### src/rtl/pc_fetch_ctrl.sv
// rtl/pc_fetch_ctrl.sv - program counter and next-PC sequencing for the single-cycle core
module pc_fetch_ctrl #(
  parameter logic [31:0] RESET_VECTOR = 32'h0000_0000,
  parameter logic [31:0] TRAP_VECTOR  = 32'h0000_0100
) (
  input  logic        clk,
  input  logic        rst,
  input  logic        stall,
  input  logic [31:0] pc_plus4,
  input  logic        branch_taken,
  input  logic [31:0] branch_target,
  input  logic        jump,
  input  logic [31:0] jump_target,
  input  logic        halt_req,
  input  logic        resume,
  output logic [31:0] pc,
  output logic        fetch_valid,
  output logic        misalign_trap,
  output logic [31:0] trap_epc,
  output logic        halted
);

  typedef enum logic [1:0] {
    BOOT = 2'd0,
    RUN  = 2'd1,
    TRAP = 2'd2,
    HALT = 2'd3
  } state_t;

  state_t      state;
  logic        redirect;
  logic        misaligned;
  logic [31:0] candidate;

  // Jump outranks branch; the sequential candidate is never alignment-checked.
  always_comb begin
    redirect  = jump | branch_taken;
    candidate = pc_plus4;
    if (jump) begin
      candidate = jump_target;
    end else if (branch_taken) begin
      candidate = branch_target;
    end
    misaligned = redirect && (candidate[1:0] != 2'b00);
  end

  // Flag outputs are registered alongside the state so they track it exactly.
  always_ff @(posedge clk or posedge rst) begin
    if (rst) begin
      state         <= BOOT;
      pc            <= RESET_VECTOR;
      trap_epc      <= 32'h0000_0000;
      fetch_valid   <= 1'b0;
      misalign_trap <= 1'b0;
      halted        <= 1'b0;
    end else begin
      case (state)
        BOOT: begin
          state       <= RUN;
          fetch_valid <= 1'b1;
        end
        RUN: begin
          if (halt_req) begin
            state       <= HALT;
            fetch_valid <= 1'b0;
            halted      <= 1'b1;
          end else if (!stall) begin
            if (misaligned) begin
              state         <= TRAP;
              pc            <= TRAP_VECTOR;
              trap_epc      <= pc;
              fetch_valid   <= 1'b0;
              misalign_trap <= 1'b1;
            end else begin
              pc <= candidate;
            end
          end
        end
        TRAP: begin
          state         <= RUN;
          fetch_valid   <= 1'b1;
          misalign_trap <= 1'b0;
        end
        HALT: begin
          if (resume) begin
            state       <= RUN;
            fetch_valid <= 1'b1;
            halted      <= 1'b0;
          end
        end
        default: begin
          state         <= BOOT;
          pc            <= RESET_VECTOR;
          fetch_valid   <= 1'b0;
          misalign_trap <= 1'b0;
          halted        <= 1'b0;
        end
      endcase
    end
  end

endmodule

### config.mk
export PLATFORM = sky130hd
export DESIGN_NAME = pc_fetch_ctrl
export DESIGN_NICKNAME = d
export VERILOG_FILES = /design/src/rtl/pc_fetch_ctrl.sv
export SDC_FILE = /design/constraint.sdc
export NUM_CORES = 1
export LEC_CHECK = 0
export ABC_AREA = 1
export BUFFER_PORTS_ARGS = -buffer_cell sky130_fd_sc_hd__buf_2
export CAP_MARGIN = 10
export CELL_PAD_IN_SITES_DETAIL_PLACEMENT = 0
export CELL_PAD_IN_SITES_GLOBAL_PLACEMENT = 1
export CORE_ASPECT_RATIO = 1.4
export CORE_UTILIZATION = 32
export CTS_CLUSTER_SIZE = 28
export DETAILED_ROUTE_END_ITERATION = 6
export PLACE_DENSITY = 0.81
export REMOVE_ABC_BUFFERS = 1
export SETUP_SLACK_MARGIN = 0.02
export SLEW_MARGIN = 15
export SYNTH_ARGS = -nofsm -noshare
export SYNTH_HDL_FRONTEND = slang
export SYNTH_SLANG_ARGS = --single-unit
### constraint.sdc
create_clock -name clk -period 2.5 [get_ports clk]
set_input_delay 0.125 -clock clk [delete_from_list [all_inputs] [get_ports clk]]
set_output_delay 0.125 -clock clk [all_outputs]
set_load 0.01 [all_outputs]
==> flow_metrics.env, run 1 <==
export IMPL_syn_area_per_cell_sq_um=8.09
export IMPL_start_util=0.327
export IMPL_place_ws_ns=0.614
export IMPL_syn_area_sq_um=3380
export IMPL_grt_pass1_wl_microns=14500
export IMPL_rrSetupSlack_ns=0.77
export IMPL_drive_above_1_share=0.371
export IMPL_areaGrowthSynthToFinish_pct=37.7
export IMPL_cts_sinks=69
export IMPL_placed_area_sq_um=4320
export IMPL_htreeDepth=3
export IMPL_cts_setup_buffers=0
export IMPL_path_max_fanout=32
export IMPL_clk_path_buf_depth=2
export IMPL_cap_violations=0
export IMPL_worstReg2RegStart="state[1]"
export IMPL_post_cts_resized=0
export IMPL_place_hpwl_microns=7280
export IMPL_num_rows=44
export IMPL_overflow=0
export IMPL_pin_count=170
export IMPL_ir_drop_mv=0.326
export IMPL_vias_per_cell=4.68
export IMPL_stdcell_count=723
export IMPL_synth_top_area_share=0.511
export IMPL_ys_types=22
export IMPL_setup_slack_ns=0.770
export IMPL_crit_type="flip-flop to flip-flop"
export IMPL_nets=683
export IMPL_post_route_period_util=0.692
export IMPL_die_y_microns=124
export IMPL_drt_iter0_drc=177
export IMPL_drc_errors=3
export IMPL_yosysWarningCount=0
export IMPL_p_leak_nw=2.48
export IMPL_relSlewSlack=0.668
export IMPL_port_buffers=169
export IMPL_final_util=0.450
export IMPL_max_freq_mhz=578
export IMPL_wire_per_inst_microns=13.7
export IMPL_worst_hold_path_endpoint="pc[29]"
export IMPL_yosysSeqAreaShare=0.511
export IMPL_final_hold_viol_count=0
export IMPL_routabilityCongestion=0.784
export IMPL_syn_inst=418
export IMPL_holdCritStartpoint="jump_target[29]"
export IMPL_rsz0062_at_grt="no"
export IMPL_hp_class="input port to flip-flop"
export IMPL_cp_cell_sequence="nor2_4, nand2_2, nor2_4, nand3_2, buf_4, nand2_1, o21ai_1"
export IMPL_critical_path_max_stage_delay_ns=0.41
export IMPL_cp_slowest_cell="dfrtp_1"
export IMPL_dieWidth_microns=88.9
export IMPL_dr_total_vias=3384
export IMPL_cts_tree="built"
export IMPL_placed_cells=706
export IMPL_clock_latency_ns=0.33
export IMPL_ant_nets=0
export IMPL_grt_pass1_vias=2988
export IMPL_rr_worst_depth=7
export IMPL_powerDensity_nw_per_um2=1110
export IMPL_drt_pass1_iter_count=6
export IMPL_routed_wl_microns=9880
export IMPL_grt_antenna_before_repair=0
export IMPL_skew_ns=0.00470
export IMPL_fillers=1110
export IMPL_core_sq_um=10300
export IMPL_layout_common_cells="169 x buf_2, 107 x nand2_1, 69 x dfrtp_1"
export IMPL_reg2reg_to="trap_epc[8]"
export IMPL_timing_critical_path_mode_cell="nor2_4"
export IMPL_final_area_sq_um=4660
export IMPL_root_buffer="clkbuf_16"
export IMPL_status="finished, violations left"
export IMPL_setup_viol=0
export IMPL_hold_depth=3
export IMPL_synth_top_area_cell="dfrtp_1"
export IMPL_grt_max_degree=41
export IMPL_tightest_slew_ns=0.498
export IMPL_diodes=0
export IMPL_min_period_ns=1.73
export IMPL_synthTopCellsByArea="dfrtp_1 51%, nand2_1 12%, nand3_1 9.2%"
export IMPL_finalMaxSlewViolations=0
export IMPL_cp_end_kind="flip-flop"
export IMPL_crit_arrival_ns=1.93
export IMPL_startpoint_type="flip-flop"
export IMPL_ys_ff_latch=69
export IMPL_grt_usage=0.178
export IMPL_cts_clk_slew_worst_paths_ns=0.06
export IMPL_crit_required_ns=2.70
export IMPL_final_common_cell="buf_2"
export IMPL_cts_buffers=9
export IMPL_violations="design-rule violations"
export IMPL_die_area_sq_um=11000
timing repair:
action                     4_1_cts  5_1_grt
hold buffers                     1        0
setup endpoints to repair        0        0
hold endpoints to repair        21        0
worst max-delay path: cells and delay by family (launching register included):
| kind | cells | cell delay [ns] |
|---|---|---|
| simple gates | 5 | 0.84 |
| buf+inv | 1 | 0.27 |
| flops | 1 | 0.41 |
| compound gates | 1 | 0.07 |
cell type report:
class,instances,area [sq um],share of cell area
flip-flops and latches,69,1730,0.371
clock inverters,6,86.3,0.0185
repair buffers,180,943,0.203
clock buffers,10,239,0.0513
multi-input cells,279,1340,0.287
inverters,41,154,0.0330
well taps,138,173,0.0371
per-layer routing:
layer,global-route usage,up-vias,share of wire
met1,0.219,1559,0.42
met5,0,-,0
met2,0.290,112,0.49
li1,-,1688,-
met3,0.0245,25,0.046
met4,0.114,0,0.041
worst max path at each step:
stage / start / endpoint / slack [ns]
6_report: state[1] / trap_epc[8] / 0.77
4_1_cts: state[1] / trap_epc[27] / 0.74
5_1_grt: state[1] / trap_epc[27] / 0.58
3_5_place_dp: branch_taken / pc[16] / 0.61
2_1_floorplan: state[1] / trap_epc[26] / -0.38
3_3_place_gp: branch_taken / pc[19] / 0.71
through the flow:
step           total power, mW  hold slack, ns  TNS [ns]
2_1_floorplan             2.94           0.300    -11.46
3_3_place_gp              3.77           0.174         0
3_5_place_dp              3.82           0.182         0
4_1_cts                   5.21          0.0524         0
5_1_grt                   5.49          0.0640         0
6_report                  5.15          0.0591         0
registers in the layout, indices dropped and copies added, names as in the netlist:
name           cells
pc                32
trap_epc          32
state              2
fetch_valid        1
halted             1
misalign_trap      1
synthesized netlist by cell type:
library cell,count
nand4_1,2
o21ai_1,18
nand2_1,107
buf_2,10
o21ai_0,5
nor2_4,2
inv_1,38
clkbuf_1,10
inv_2,3
a31o_2,1
buf_4,2
a31oi_1,1
nor2_1,33
nand2_2,2
buf_6,5
o21ai_2,12
dfrtp_1,69
nand3_1,62
o22ai_1,31
nand3_2,1
buf_1,2
or2_1,2
kinds of logic after synthesis:
family	synth area share
simple gates	0.268
buf+inv	0.0947
flops	0.511
compound gates	0.127
power by group:
group	internal, mW	switching [mW]
logic	0.775	1.10
registers	1.64	0.273
clock network	0.897	0.468
Note: power is estimated with default switching activity, not from simulation.
==> inputs of run 2 (changes only) <==
ABC_AREA = 0   (was 1)
CORE_UTILIZATION = 30   (was 32)
PLACE_DENSITY = 0.77   (was 0.81)
clock period = 1.5 ns   (was 2.5 ns; I/O delays follow)
==> flow_metrics.env, run 2 <==
export IMPL_routed_wl_microns=8600
export IMPL_final_hold_viol_count=0
export IMPL_relSlewSlack=0.707
export IMPL_min_period_ns=1.37
export IMPL_wire_per_inst_microns=13.9
export IMPL_holdCritStartpoint="jump_target[30]"
export IMPL_p_leak_nw=2.59
export IMPL_cts_setup_buffers=0
export IMPL_crit_start="state[1]"
export IMPL_path_max_fanout=16
export IMPL_setup_slack_ns=0.132
export IMPL_port_buffers=169
export IMPL_post_route_period_util=0.912
export IMPL_drive_above_1_share=0.480
export IMPL_grt_antenna_before_repair=0
export IMPL_clk_path_buf_depth=2
export IMPL_routabilityCongestion=0.719
export IMPL_stdcell_count=617
export IMPL_regArea_sq_um=1730
export IMPL_setup_viol=0
export IMPL_startpoint_type="flip-flop"
export IMPL_ys_types=22
export IMPL_num_rows=44
export IMPL_powerDensity_nw_per_um2=1480
export IMPL_rrSetupSlack_ns=0.13
export IMPL_root_buffer="clkbuf_16"
export IMPL_synth_flop_cell="dfrtp_1"
export IMPL_nets=579
export IMPL_grt_max_degree=70
export IMPL_diodes=0
export IMPL_worst_hold_path_endpoint="pc[30]"
export IMPL_syn_area_sq_um=3280
export IMPL_cts_sinks=69
export IMPL_yosysSeqAreaShare=0.527
export IMPL_drc_errors=0
export IMPL_tightest_slew_ns=0.439
export IMPL_synthTopCellsByArea="dfrtp_1 53%, mux2_4 13%, mux2i_1 9.2%"
export IMPL_syn_inst=300
export IMPL_ir_drop_mv=0.534
export IMPL_placed_cells=600
export IMPL_synth_most_common_cell="dfrtp_1"
export IMPL_rr_worst_depth=5
export IMPL_synth_top_area_share=0.527
export IMPL_worstReg2RegStart="state[1]"
export IMPL_critical_path_max_stage_delay_ns=0.34
export IMPL_synth_top_area_cell="dfrtp_1"
export IMPL_grt_pass1_wl_microns=14600
export IMPL_hold_depth=3
export IMPL_cap_violations=0
export IMPL_crit_arrival_ns=1.57
export IMPL_dr_total_vias=2812
export IMPL_pin_count=170
export IMPL_skew_ns=0.00488
export IMPL_grt_usage=0.165
export IMPL_start_util=0.312
export IMPL_die_y_microns=126
export IMPL_finalMaxSlewViolations=0
export IMPL_async_reset_ff_frac=1.00
export IMPL_vias_per_cell=4.56
export IMPL_syn_area_per_cell_sq_um=10.9
export IMPL_synth_edf_count=0
export IMPL_drt_pass1_iter_count=4
export IMPL_drt_iter0_drc=68
export IMPL_place_hpwl_microns=6490
export IMPL_rsz0062_at_grt="yes"
export IMPL_cp_cell_sequence="inv_1, and3_1, nand2b_2, buf_12, mux2_2"
export IMPL_status="finished, final reports clean"
export IMPL_core_sq_um=10500
export IMPL_clock_latency_ns=0.32
export IMPL_areaGrowthSynthToFinish_pct=41.0
export IMPL_htreeDepth=3
export IMPL_ys_ff_latch=69
export IMPL_layout_common_cells="169 x buf_2, 69 x dfrtp_1, 39 x nand2_1"
export IMPL_cts_tree="built"
export IMPL_ant_nets=0
export IMPL_cp_slowest_cell="dfrtp_1"
export IMPL_cts_buffers=9
export IMPL_fillers=1021
export IMPL_cp_end_kind="flip-flop"
export IMPL_final_common_cell="buf_2"
export IMPL_synthTopCellsByCount="69 x dfrtp_1, 39 x nand2_1, 32 x nor2_1, 30 x a21oi_1, 30 x mux2i_1"
export IMPL_place_ws_ns=0.0948
export IMPL_multiInputGateArea_sq_um=1420
export IMPL_grt_pass1_vias=2956
export IMPL_max_freq_mhz=731
export IMPL_crit_type="flip-flop to flip-flop"
export IMPL_cts_clk_slew_worst_paths_ns=0.05
export IMPL_yosysWarningCount=0
export IMPL_die_area_sq_um=11300
export IMPL_overflow=0
export IMPL_dieWidth_microns=90.3
export IMPL_hp_class="input port to flip-flop"
export IMPL_crit_required_ns=1.70
export IMPL_reg2reg_to="trap_epc[30]"
export IMPL_largestRegisters="pc (32), trap_epc (32), state (2)"
run 2: cell count changes after synthesis, moves of 11 or more:
cell and change:
inv_1 -35, mux2i_1 +30, nand2_1 -68, o22ai_1 -31, o21ai_1 -11, a21oi_1 +30
mux2_4 +28, o21ai_0 +23, o21ai_2 -12, nand3_1 -59
run 2: area by class of cell:
| cell class | instances | area share |
|---|---|---|
| inverters | 3 | 0.00244 |
| clock buffers | 12 | 0.0555 |
| clock inverters | 2 | 0.00217 |
| repair buffers | 186 | 0.221 |
| multi-input cells | 207 | 0.308 |
| well taps | 138 | 0.0374 |
| flip-flops and latches | 69 | 0.374 |
run 2: through the flow:
step	TNS, ns	power, mW	cell area, sq um	util	hold slack (ns)
floorplan	-47.68	3.94	3160	-	0.208
global placement	0	4.94	4320	0.411	0.180
detailed placement	0	5.00	4320	0.411	0.184
CTS	0	6.93	4620	0.439	0.0109
global route	0	7.25	4620	0.439	0.0408
finish	0	6.84	4620	0.439	0.0184
run 2: worst max-delay path: cells and delay by family, from the launching register on:
family / cells / cell delay, ns
DFF: 1 / 0.34
buffers and inverters: 2 / 0.24
muxes: 1 / 0.34
and+or+nand+nor: 2 / 0.31
run 2: cell families after synthesis:
logic type             Yosys count  share of synthesized area
DFF                             69                      0.527
muxes                           62                      0.234
AOI/OAI and AO/OA               69                      0.110
and+or+nand+nor                 76                     0.0898
buffers and inverters           24                     0.0393
run 2: power by group:
part / switching (mW) / internal, mW / leakage [nW]
Clock: 0.700 / 1.18 / 0.134
Combinational: 0.983 / 1.13 / 1.56
Sequential: 0.384 / 2.46 / 0.899
run 2: worst max path at each step:
stage                               to  slack (ns)  depth (start not counted)
after detailed placement  trap_epc[30]        0.09                          6
final                     trap_epc[30]        0.13                          5
after floorplan           trap_epc[28]       -0.85                          4
after CTS                 trap_epc[30]        0.12                          5
after global placement    trap_epc[31]        0.10                          6
after global routing             pc[3]        0.02                          6
run 2: timing repair:
| action | in CTS | in global routing |
|---|---|---|
| resized for setup | 0 | 1 |
| hold buffers | 3 | 0 |
| setup endpoints to repair | 0 | 1 |
| endpoints found under the hold margin | 71 | 0 |
run 2: per-layer routing:
layer | up-vias | GRT usage | wire, microns
met5 | - | 0 | 0
met4 | 0 | 0.0664 | 160
met3 | 15 | 0.0423 | 520
met2 | 103 | 0.277 | 4310
met1 | 1310 | 0.201 | 3610
li1 | 1384 | - | -
==> inputs of run 3 (changes only) <==
CORE_UTILIZATION = 33   (was 30)
PLACE_DENSITY = 0.8   (was 0.77)
SKIP_LAST_GASP = 1   (was unset)
SLEW_MARGIN = 20   (was 15)
clock period = 1.39 ns   (was 1.5 ns; I/O delays follow)
==> flow_metrics.env, run 3 (synthesis gave the netlist of run 2 again) <==
export IMPL_status="finished, final reports clean"
export IMPL_routabilityCongestion=0.708
export IMPL_setup_slack_ns=0.0484
export IMPL_rr_worst_depth=6
export IMPL_place_ws_ns=0.0217
export IMPL_drc_errors=0
export IMPL_htreeDepth=3
export IMPL_powerDensity_nw_per_um2=1570
export IMPL_root_buffer="clkbuf_16"
export IMPL_final_area_sq_um=4720
export IMPL_cap_violations=0
export IMPL_skew_ns=0.00510
export IMPL_grt_max_degree=70
export IMPL_cts_sinks=69
export IMPL_startpoint_type="flip-flop"
export IMPL_cts_clk_slew_worst_paths_ns=0.05
export IMPL_drt_pass1_iter_count=4
export IMPL_layout_common_cells="169 x buf_2, 69 x dfrtp_1, 38 x nand2_1"
export IMPL_routed_wl_microns=8880
export IMPL_drive_above_1_share=0.494
export IMPL_largestRegisters="pc (32), trap_epc (32), state (2)"
export IMPL_core_sq_um=9560
export IMPL_max_freq_mhz=745
export IMPL_crit_type="flip-flop to flip-flop"
export IMPL_clock_latency_ns=0.32
export IMPL_rsz0062_at_grt="yes"
export IMPL_drt_iter0_drc=67
export IMPL_relSlewSlack=0.746
export IMPL_cts_tree="built"
export IMPL_overflow=0
export IMPL_path_max_fanout=15
export IMPL_place_hpwl_microns=6180
export IMPL_post_route_period_util=0.965
export IMPL_crit_arrival_ns=1.56
export IMPL_diodes=0
export IMPL_cp_end_kind="flip-flop"
export IMPL_setup_viol=0
export IMPL_finalMaxSlewViolations=0
export IMPL_grt_pass1_wl_microns=13400
export IMPL_pin_count=170
export IMPL_die_y_microns=120
export IMPL_placed_area_sq_um=4330
export IMPL_timing_hold_ws_ns=0.00677
export IMPL_crit_required_ns=1.61
export IMPL_vias_per_cell=4.55
export IMPL_cts_buffers=9
export IMPL_p_leak_nw=2.65
export IMPL_hold_depth=3
export IMPL_clk_path_buf_depth=2
export IMPL_grt_pass1_vias=2779
export IMPL_dr_total_vias=2795
export IMPL_nets=582
export IMPL_start_util=0.342
export IMPL_tightest_slew_ns=0.381
export IMPL_dieWidth_microns=86.2
export IMPL_port_buffers=169
export IMPL_total_power_mw=7.44
export IMPL_die_area_sq_um=10300
export IMPL_min_period_ns=1.34
export IMPL_areaGrowthSynthToFinish_pct=44.2
export IMPL_num_rows=42
export IMPL_grt_antenna_before_repair=1
export IMPL_wire_per_inst_microns=14.5
export IMPL_final_hold_viol_count=0
export IMPL_grt_usage=0.170
export IMPL_ir_drop_mv=0.628
export IMPL_final_common_cell="buf_2"
export IMPL_ant_nets=0
export IMPL_hp_class="input port to flip-flop"
run 3: cell count changes in the layout (fill, tap and decap cells not counted), sizes merged:
cell and delta:
clkbuf +2, buf +1
run 3: worst paths after layout:
check                                      from     endpoint  slack [ns]
worst min register to register            pc[1]        pc[1]        0.50
worst max register to register         state[1]        pc[5]        0.05
worst min-delay path            jump_target[27]       pc[27]       0.007
worst max-delay path                   state[1]        pc[5]        0.05
max in group asynchronous                   rst        pc[8]        0.71
min in group asynchronous                   rst  trap_epc[5]        0.35
run 3: what timing repair did:
item                                   in CTS  in global routing
hold buffers                                3                  0
buffers inserted                            0                  1
pin swaps                                   0                  1
resized for setup                           1                 11
gates cloned                                0                  3
setup endpoints to repair                   4                 50
endpoints found under the hold margin      71                  0
run 3: area by class of cell:
cell class,count,area (sq um)
clock inverters,2,10.0
multi-input cells,207,1450
repair buffers,189,1100
flip-flops and latches,69,1730
well taps,132,165
inverters,3,11.3
clock buffers,12,256
fillers,908,4840
run 3: power breakdown:
| group | switching, mW | internal (mW) |
|---|---|---|
| logic | 1.07 | 1.25 |
| registers | 0.418 | 2.66 |
| clock network | 0.768 | 1.28 |
run 3: per-stage QoR:
stage	instances	utilization	TNS, ns
final	614	0.494	0
after global routing	614	0.494	-0.00595
after CTS	610	0.484	0
after detailed placement	593	0.453	0
after global placement	593	0.453	0
after floorplan	279	-	-59.79
run 3: layer usage:
layer / global-route usage / routed length, microns
met5: 0 / 12
met4: 0.0771 / 133
met3: 0.0337 / 524
met2: 0.281 / 4480
met1: 0.212 / 3720
run 3: worst max-delay path: stages (launching register included):
cell and delay [ns]:
dfrtp_1 0.38, inv_2 0.06, and3_4 0.19, buf_4 0.14, nand2_4 0.08, buf_12 0.16
o21ai_0 0.22
